File: src/rtl/alu_seq_ctrl.sv
// Sequencer/controller for an 8-bit adder datapath: single-pass ADD/SUB/INC/PASS
// and iterative shift-add MUL. Optional macro ALU_SEQ_SAT_EN enables saturating ADD/INC/SUB.
module alu_seq_ctrl #(
    parameter int WIDTH = 8
) (
    input  logic                 clk,
    input  logic                 rst,
    input  logic                 IN_VALID,
    output logic                 IN_READY,
    input  logic [2:0]           OP,
    input  logic [WIDTH-1:0]     A,
    input  logic [WIDTH-1:0]     B,
    output logic                 OUT_VALID,
    input  logic                 OUT_READY,
    output logic [2*WIDTH-1:0]   RES,
    output logic                 C,
    output logic                 Z,
    output logic                 ERR
);

    localparam int CNT_W = $clog2(WIDTH) + 1;
    localparam logic [2:0] OP_ADD = 3'b000;
    localparam logic [2:0] OP_SUB = 3'b001;
    localparam logic [2:0] OP_INC = 3'b010;
    localparam logic [2:0] OP_MUL = 3'b100;

    typedef enum logic [1:0] {IDLE, EXEC, MUL, DONE} state_t;

    state_t               state_q, state_d;
    logic [2:0]           op_q, op_d;
    logic [WIDTH-1:0]     a_q, a_d, b_q, b_d;
    logic [2*WIDTH-1:0]   p_q, p_d;
    logic [CNT_W-1:0]     cnt_q, cnt_d;
    logic [2*WIDTH-1:0]   res_q, res_d;
    logic                 c_q, c_d, z_q, z_d, err_q, err_d;

    logic [WIDTH-1:0]     add_a, add_b;
    logic                 cin;
    logic [WIDTH:0]       sum;
    logic [WIDTH-1:0]     alu_res;

`ifdef ALU_SEQ_SAT_EN
    // Clamp on overflow (ADD/INC) or borrow (SUB); other ops pass the raw sum.
    function automatic logic [WIDTH-1:0] sat_res(input logic [2:0] op, input logic [WIDTH:0] s);
        case (op)
            OP_ADD, OP_INC: return s[WIDTH] ? {WIDTH{1'b1}} : s[WIDTH-1:0];
            OP_SUB:         return s[WIDTH] ? s[WIDTH-1:0] : {WIDTH{1'b0}};
            default:        return s[WIDTH-1:0];
        endcase
    endfunction
    assign alu_res = sat_res(op_q, sum);
`else
    assign alu_res = sum[WIDTH-1:0];
`endif

    // Shared adder: operand select from OP[1:0] in EXEC, accumulate-high in MUL.
    always_comb begin
        add_a = a_q;
        add_b = b_q;
        cin   = 1'b0;
        if (state_q == MUL) begin
            add_a = p_q[2*WIDTH-1:WIDTH];
            add_b = p_q[0] ? a_q : {WIDTH{1'b0}};
        end else begin
            case (op_q[1:0])
                2'b00: begin add_b = b_q;            cin = 1'b0; end
                2'b01: begin add_b = ~b_q;           cin = 1'b1; end
                2'b10: begin add_b = {WIDTH{1'b0}};  cin = 1'b1; end
                default: begin add_b = {WIDTH{1'b0}}; cin = 1'b0; end
            endcase
        end
    end

    assign sum = {1'b0, add_a} + {1'b0, add_b} + {{WIDTH{1'b0}}, cin};

    always_comb begin
        state_d = state_q;
        op_d    = op_q;
        a_d     = a_q;
        b_d     = b_q;
        p_d     = p_q;
        cnt_d   = cnt_q;
        res_d   = res_q;
        c_d     = c_q;
        z_d     = z_q;
        err_d   = err_q;
        case (state_q)
            IDLE: begin
                if (IN_VALID) begin
                    op_d    = OP;
                    a_d     = A;
                    b_d     = B;
                    p_d     = {{WIDTH{1'b0}}, B};
                    cnt_d   = '0;
                    state_d = (OP == OP_MUL) ? MUL : EXEC;
                end
            end
            EXEC: begin
                if (op_q[2]) begin
                    res_d = '0;
                    c_d   = 1'b0;
                    err_d = 1'b1;
                end else begin
                    res_d = {{WIDTH{1'b0}}, alu_res};
                    c_d   = sum[WIDTH];
                    err_d = 1'b0;
                end
                z_d     = (res_d == '0);
                state_d = DONE;
            end
            MUL: begin
                p_d   = {sum, p_q[WIDTH-1:1]};
                cnt_d = cnt_q + 1'b1;
                if (cnt_q == CNT_W'(WIDTH - 1)) begin
                    res_d   = p_d;
                    c_d     = 1'b0;
                    err_d   = 1'b0;
                    z_d     = (p_d == '0);
                    state_d = DONE;
                end
            end
            default: begin
                if (OUT_READY) state_d = IDLE;
            end
        endcase
    end

    always_ff @(posedge clk or posedge rst) begin
        if (rst) begin
            state_q <= IDLE;
            op_q    <= '0;
            a_q     <= '0;
            b_q     <= '0;
            p_q     <= '0;
            cnt_q   <= '0;
            res_q   <= '0;
            c_q     <= 1'b0;
            z_q     <= 1'b0;
            err_q   <= 1'b0;
        end else begin
            state_q <= state_d;
            op_q    <= op_d;
            a_q     <= a_d;
            b_q     <= b_d;
            p_q     <= p_d;
            cnt_q   <= cnt_d;
            res_q   <= res_d;
            c_q     <= c_d;
            z_q     <= z_d;
            err_q   <= err_d;
        end
    end

    assign IN_READY  = (state_q == IDLE);
    assign OUT_VALID = (state_q == DONE);
    assign RES       = res_q;
    assign C         = c_q;
    assign Z         = z_q;
    assign ERR       = err_q;

endmodule

File: config.mk
export PLATFORM = sky130hd
export DESIGN_NAME = alu_seq_ctrl
export DESIGN_NICKNAME = d
export VERILOG_FILES = /design/src/rtl/alu_seq_ctrl.sv
export SDC_FILE = /design/constraint.sdc
export NUM_CORES = 1
export LEC_CHECK = 0
export ABC_AREA = 1
export CAP_MARGIN = 20
export CORE_AREA = 2 2 84 86
export CTS_CLUSTER_DIAMETER = 40
export CTS_CLUSTER_SIZE = 16
export DETAILED_ROUTE_END_ITERATION = 8
export DIE_AREA = 0 0 86 88
export PLACE_DENSITY = 0.76
export SETUP_SLACK_MARGIN = 0.02
export SYNTH_ARGS = -nofsm -noshare
export SYNTH_HDL_FRONTEND = slang
export SYNTH_SLANG_ARGS = --single-unit
File: constraint.sdc
create_clock -name clk -period 2.8 [get_ports clk]
set_clock_uncertainty 0.2 [all_clocks]
set_input_delay 0.56 -clock clk [delete_from_list [all_inputs] [get_ports clk]]
set_output_delay 0.56 -clock clk [all_outputs]
set_load 0.01 [all_outputs]
# --- After elaboration in Yosys (flattened, before gate mapping) ---
# Cells that the tools add are included.
word_totals:
  reg_bits: 60
  input_bits: 23
  out_inout_bits: 21
  wordCells: 61
classes:
  addsub: 3
  eq_ne: 9
  n_mux: 26
  n_bitwise: 1
  n_reduce_logical: 12
ops:
  columns: ["operator", "count"]
  rows:
  - ["$pmux W16 S2", 2]
  - ["$mux W16", 3]
  - ["$logic_not A16 Y1", 2]
  - ["$mux W8", 4]
  - ["$pmux W8 S2", 1]
  - ["$add A8 B8 Y9", 1]
  - ["$add A9 B1 Y9", 1]
  - ["$mux W2", 4]
  - ["$not A8 Y8", 1]
  - ["$pmux W4 S2", 1]
  - ["$eq A2 B2 Y1 const B", 3]
  - ["$mux W1", 6]
  - ["$pmux W1 S2", 3]
  - ["$pmux W2 S3", 1]
  - ["$reduce_and A2 Y1", 3]
  - ["$add A4 B1 Y4 const B", 1]
  - ["$eq A2 B1 Y1 const B", 2]
  - ["$eq A4 B3 Y1 const B", 1]
  - ["$logic_not A2 Y1", 2]
  - ["$mux W4", 1]
  - ["$reduce_bool A2 Y1", 2]
  - ["$reduce_bool A4 Y1", 1]
  - ["$eq A3 B3 Y1 const B", 1]
  - ["$reduce_and A3 Y1", 1]
  - ["other kinds (3)", 3]

# --- Longest topological paths before layout ---
depth:
  depth_word: 9
  mapped_depth: 20
  ltp_nobuf: 19

# --- Worst setup path after synthesis ---
# OpenSTA, ideal clock, no wires.
synth_path:
  kind: "register to register"
  startpoint: "register state_q[0]"
  endpoint: "register z_q, in the netlist Z"
  setup_ns: 0.116
  arrival_time_ns: 2.719
  t_required_ns: 2.484
  path_slack_ns: -0.235
  path_stages_with_launch: 19
  n_path_buf: 2
  synth_period_minus_slack_ns: 3.035
  path_cell_list: "dfrtp_1 inv_1 ha_1 buf_4 inv_4 clkbuf_1 o211ai_1 o21ai_0 fa_1 fa_1 nand2_1 nand2_1 and2_4 xor2_2 nor2_1 nand2_1 nand2_1 nand2_1 nand2_1"
synth_between:
  elab_chain_cells: 8
  elab_cells_between_ends: 16
  cone_classes: "add/sub (2); eq/ne (3); mux (7); reduce/logical (4)"
synth_lines:
  columns: ["element", "line_no", "source"]
  rows:
  - ["start: declaration", "29", "state_t state_q, state_d;"]
  - ["start signal: assignment", "141", "state_q <= state_d;"]
  - ["$eq A2 B2 Y1", "61, 87", null]
  - ["$mux W8", "61", "if (state_q == MUL) begin"]
  - ["$add A8 B8 Y9", "74", "assign sum = {1'b0, add_a} + {1'b0, add_b} + {{WIDTH{1'b0}}, cin};"]
  - ["$add A9 B1 Y9", "74", null]
  - ["$mux W8", "99", "if (op_q[2]) begin"]
  - ["$mux W16", "87", "case (state_q)"]
  - ["$logic_not A16 Y1", "108", "z_d = (res_d == '0);"]
  - ["$pmux W1 S2", "87", null]
  - ["end signal: assignment", "149", "z_q <= z_d;"]
  - ["end: declaration", "35", "logic c_q, c_d, z_q, z_d, err_q, err_d;"]
# Several ways; a longest one is shown, not always the timed one. The select of a mux whose other input is x is not followed.
# A chain may end at the register's enable or synchronous reset.

# --- Final worst setup path ---
# Same ends and word-level chain as after synthesis.

==> flow_summary.json <==
{
  "htreeDepth": 3,
  "timing.rr.end": "Z",
  "crit_end": "Z",
  "num_rows": 30,
  "stdcell_count": 558,
  "synth_fp_nets": 458,
  "cts_hold_repair.buffers": 0,
  "grt_max_degree": 61,
  "clock_sinks": 60,
  "worst-setup-path-type": "reg2reg",
  "max-clock-path-buffers": 2,
  "crit_path_end_kind": "register",
  "arrival_ns": 2.81,
  "cts_root_buf": "clkbuf_8",
  "place_inst": 537,
  "worst_slew_pin_slew_ns": 0.479,
  "cap_viol_max_count": 0,
  "grt_use_total_pct": 22.8,
  "hp-class": "reg2reg",
  "fin_nets": 512,
  "pre_cts_slack_ns": 0.0226,
  "yosys.area.top_type": "dfrtp_1",
  "finalSetupViolCount": 0,
  "fin_crit_ns": 2.73,
  "synth-seq-cells": 60,
  "final_util_pct": 61.8,
  "port_buffers": 43,
  "die_h_um": 88,
  "required_ns": 2.88,
  "cts_tree": "built",
  "numCtsBuffers": 9,
  "yosys_warnings": 0,
  "avgSynthCellArea_um2": 7.83,
  "slew_viol_final": 0,
  "dp.final_hpwl_um": 5900,
  "r2r-start": "state_q[0]",
  "dpl_cell_area_mm2": 0.00384,
  "place_congestion": 0.913,
  "grt-ovfl-total": 0,
  "netlist.area_leader.share_pct": 45.8,
  "synth_area_leaders": "dfrtp_1, nand2_1, o21ai_0",
  "antenna_found_initial": 0,
  "syn-instance-count": 419,
  "antenna_cells": 0,
  "vias_per_cell": 5.25,
  "clkTransAtPathRegs_ns": 0.07,
  "syn_to_final_growth_pct": 25.2,
  "crit_start": "state_q[0]",
  "design_area_mm2": 0.00411,
  "wl_per_cell_um": 14.2,
  "ff2ff_path_depth": 18,
  "drive_above_1_share_pct": 12.1,
  "core-area_mm2": 0.00664,
  "syn_area_mm2": 0.00328,
  "firstDrtPassIters": 5,
  "fin_crit_sh_pct": 97.4,
  "grt_pass1_wl_um": 13200,
  "layout_setup_ws_ns": 0.0738,
  "path_max_fanout": 6,
  "num_vias": 2928,
  "fp.dieW_um": 86,
  "worstSetupStartpointType": "register",
  "num_io_pins": 44,
  "clock_latency_ns": 0.34,
  "first_global_vias": 2768,
  "hold_violations": 0,
  "drc": 0,
  "die-area_mm2": 0.00757,
  "status": "finished, final reports clean",
  "wl_um": 7900,
  "drtIter0Drc": 231,
  "rsz0062_at_grt": "yes",
  "ys_types": 33,
  "slew_headroom_pct": 67.9,
  "rrSetupSlack_ns": 0.07,
  "yosysSeqAreaShare_pct": 45.8,
  "ant_nets": 0,
  "initial_core_util_pct": 49.4,
  "fmax_mhz": 367
}
registers in the layout, indices dropped and copies added (netlist names):
register / cells
state_q: 2
RES: 16
p_q: 16
C: 1
ERR: 1
op_q: 3
b_q: 8
Z: 1
cnt_q: 4
a_q: 8
metal layers:
metal / GRT usage (%) / vias to the layer above / share of wire (%)
met5: 0 / - / 0
met4: 9.96 / 0 / 2.7
li1: - / 1461 / -
met3: 5.09 / 14 / 4.6
met1: 29.1 / 1377 / 43
met2: 37.6 / 76 / 50
synth_stat cells, drive strengths merged:
| library cell | n |
|---|---|
| o21ai | 44 |
| and2 | 1 |
| nand3 | 17 |
| nand4 | 1 |
| nor2 | 36 |
| a31oi | 9 |
| clkbuf | 5 |
| nand3b | 1 |
| ha | 14 |
| buf | 9 |
| inv | 54 |
| nor3b | 1 |
| nand2 | 127 |
| dfrtp | 60 |
| o22ai | 2 |
| a21oi | 19 |
| o221ai | 3 |
| or2 | 2 |
| mux2 | 1 |
| o211ai | 9 |
| fa | 2 |
| xor2 | 2 |
worst min path at each step:
stage / endpoint / cells after the start / slack (ns) / from
final: RES[9] / 2 / 0.29 / RES[9]
after global routing: RES[14] / 2 / 0.31 / RES[14]
after CTS: RES[9] / 2 / 0.29 / RES[9]
after detailed placement: RES[9] / 2 / 0.28 / RES[9]
after global placement: RES[10] / 2 / 0.27 / RES[10]
after floorplan: p_q[10] / 2 / 0.25 / p_q[10]
metrics by stage:
stage | TNS (ns) | hold WS, ns
4_1_cts | 0 | 0.293
3_3_place_gp | 0 | 0.269
3_5_place_dp | 0 | 0.276
5_1_grt | -0.351 | 0.306
6_report | 0 | 0.286
2_1_floorplan | 0 | 0.249
timing repair:
item	in CTS	in global routing
endpoints found under the hold margin	0	0
gates resized for setup	0	15
setup buffers	1	4
setup endpoints to repair	1	12
pin swaps	0	7
critical path, stage by stage (launching register included):
cell	delay, ns
dfrtp_1	0.39
inv_2	0.10
ha_4	0.21
inv_8	0.03
o211ai_1	0.11
o21ai_2	0.11
fa_2	0.39
fa_2	0.36
nand2_2	0.09
nand2_2	0.05
nand3b_1	0.10
nand2_1	0.08
nand2_1	0.09
nand2_2	0.06
nand2_2	0.07
nand2_1	0.05
nor2_1	0.08
nand2_1	0.06
nand2_1	0.05
layout by cell type, fill, tap and decap left out, drive strengths merged:
cell type,n
nand2,127
a31oi,9
nor2,36
dfrtp,60
and2,1
o211ai,9
nor3b,1
or2,2
buf,14
xor2,2
bufinv,1
fa,2
nand3,17
a21oi,19
o22ai,2
nand3b,1
inv,54
nand4,1
mux2,1
clkdlybuf4s50,43
o21ai,44
clkbuf,12
ha,14
o221ai,3
clkinv,3
logic make-up after synthesis:
kind of cell | after synthesis | synth area share (%)
DFF | 60 | 45.8
adders and majority gates | 16 | 6.56
xor gates and xnor gates | 2 | 0.763
muxes | 1 | 0.343
buffers and inverters | 68 | 8.62
and+or+nand+nor | 186 | 23.0
AOI/OAI and AO/OA | 86 | 14.9
area by class of cell:
| type | count | area [um2] |
|---|---|---|
| Timing Repair Buffer | 57 | 552 |
| Tap cell | 80 | 100 |
| Clock buffer | 12 | 145 |
| Inverter | 54 | 213 |
| Clock inverter | 4 | 48.8 |
| Multi-Input combinational cell | 291 | 1550 |
| Sequential cell | 60 | 1500 |
| Fill cell | 569 | 2540 |
Power is not shown: default switching activity piles up to over one toggle a cycle in this logic, so the estimate is an artifact.
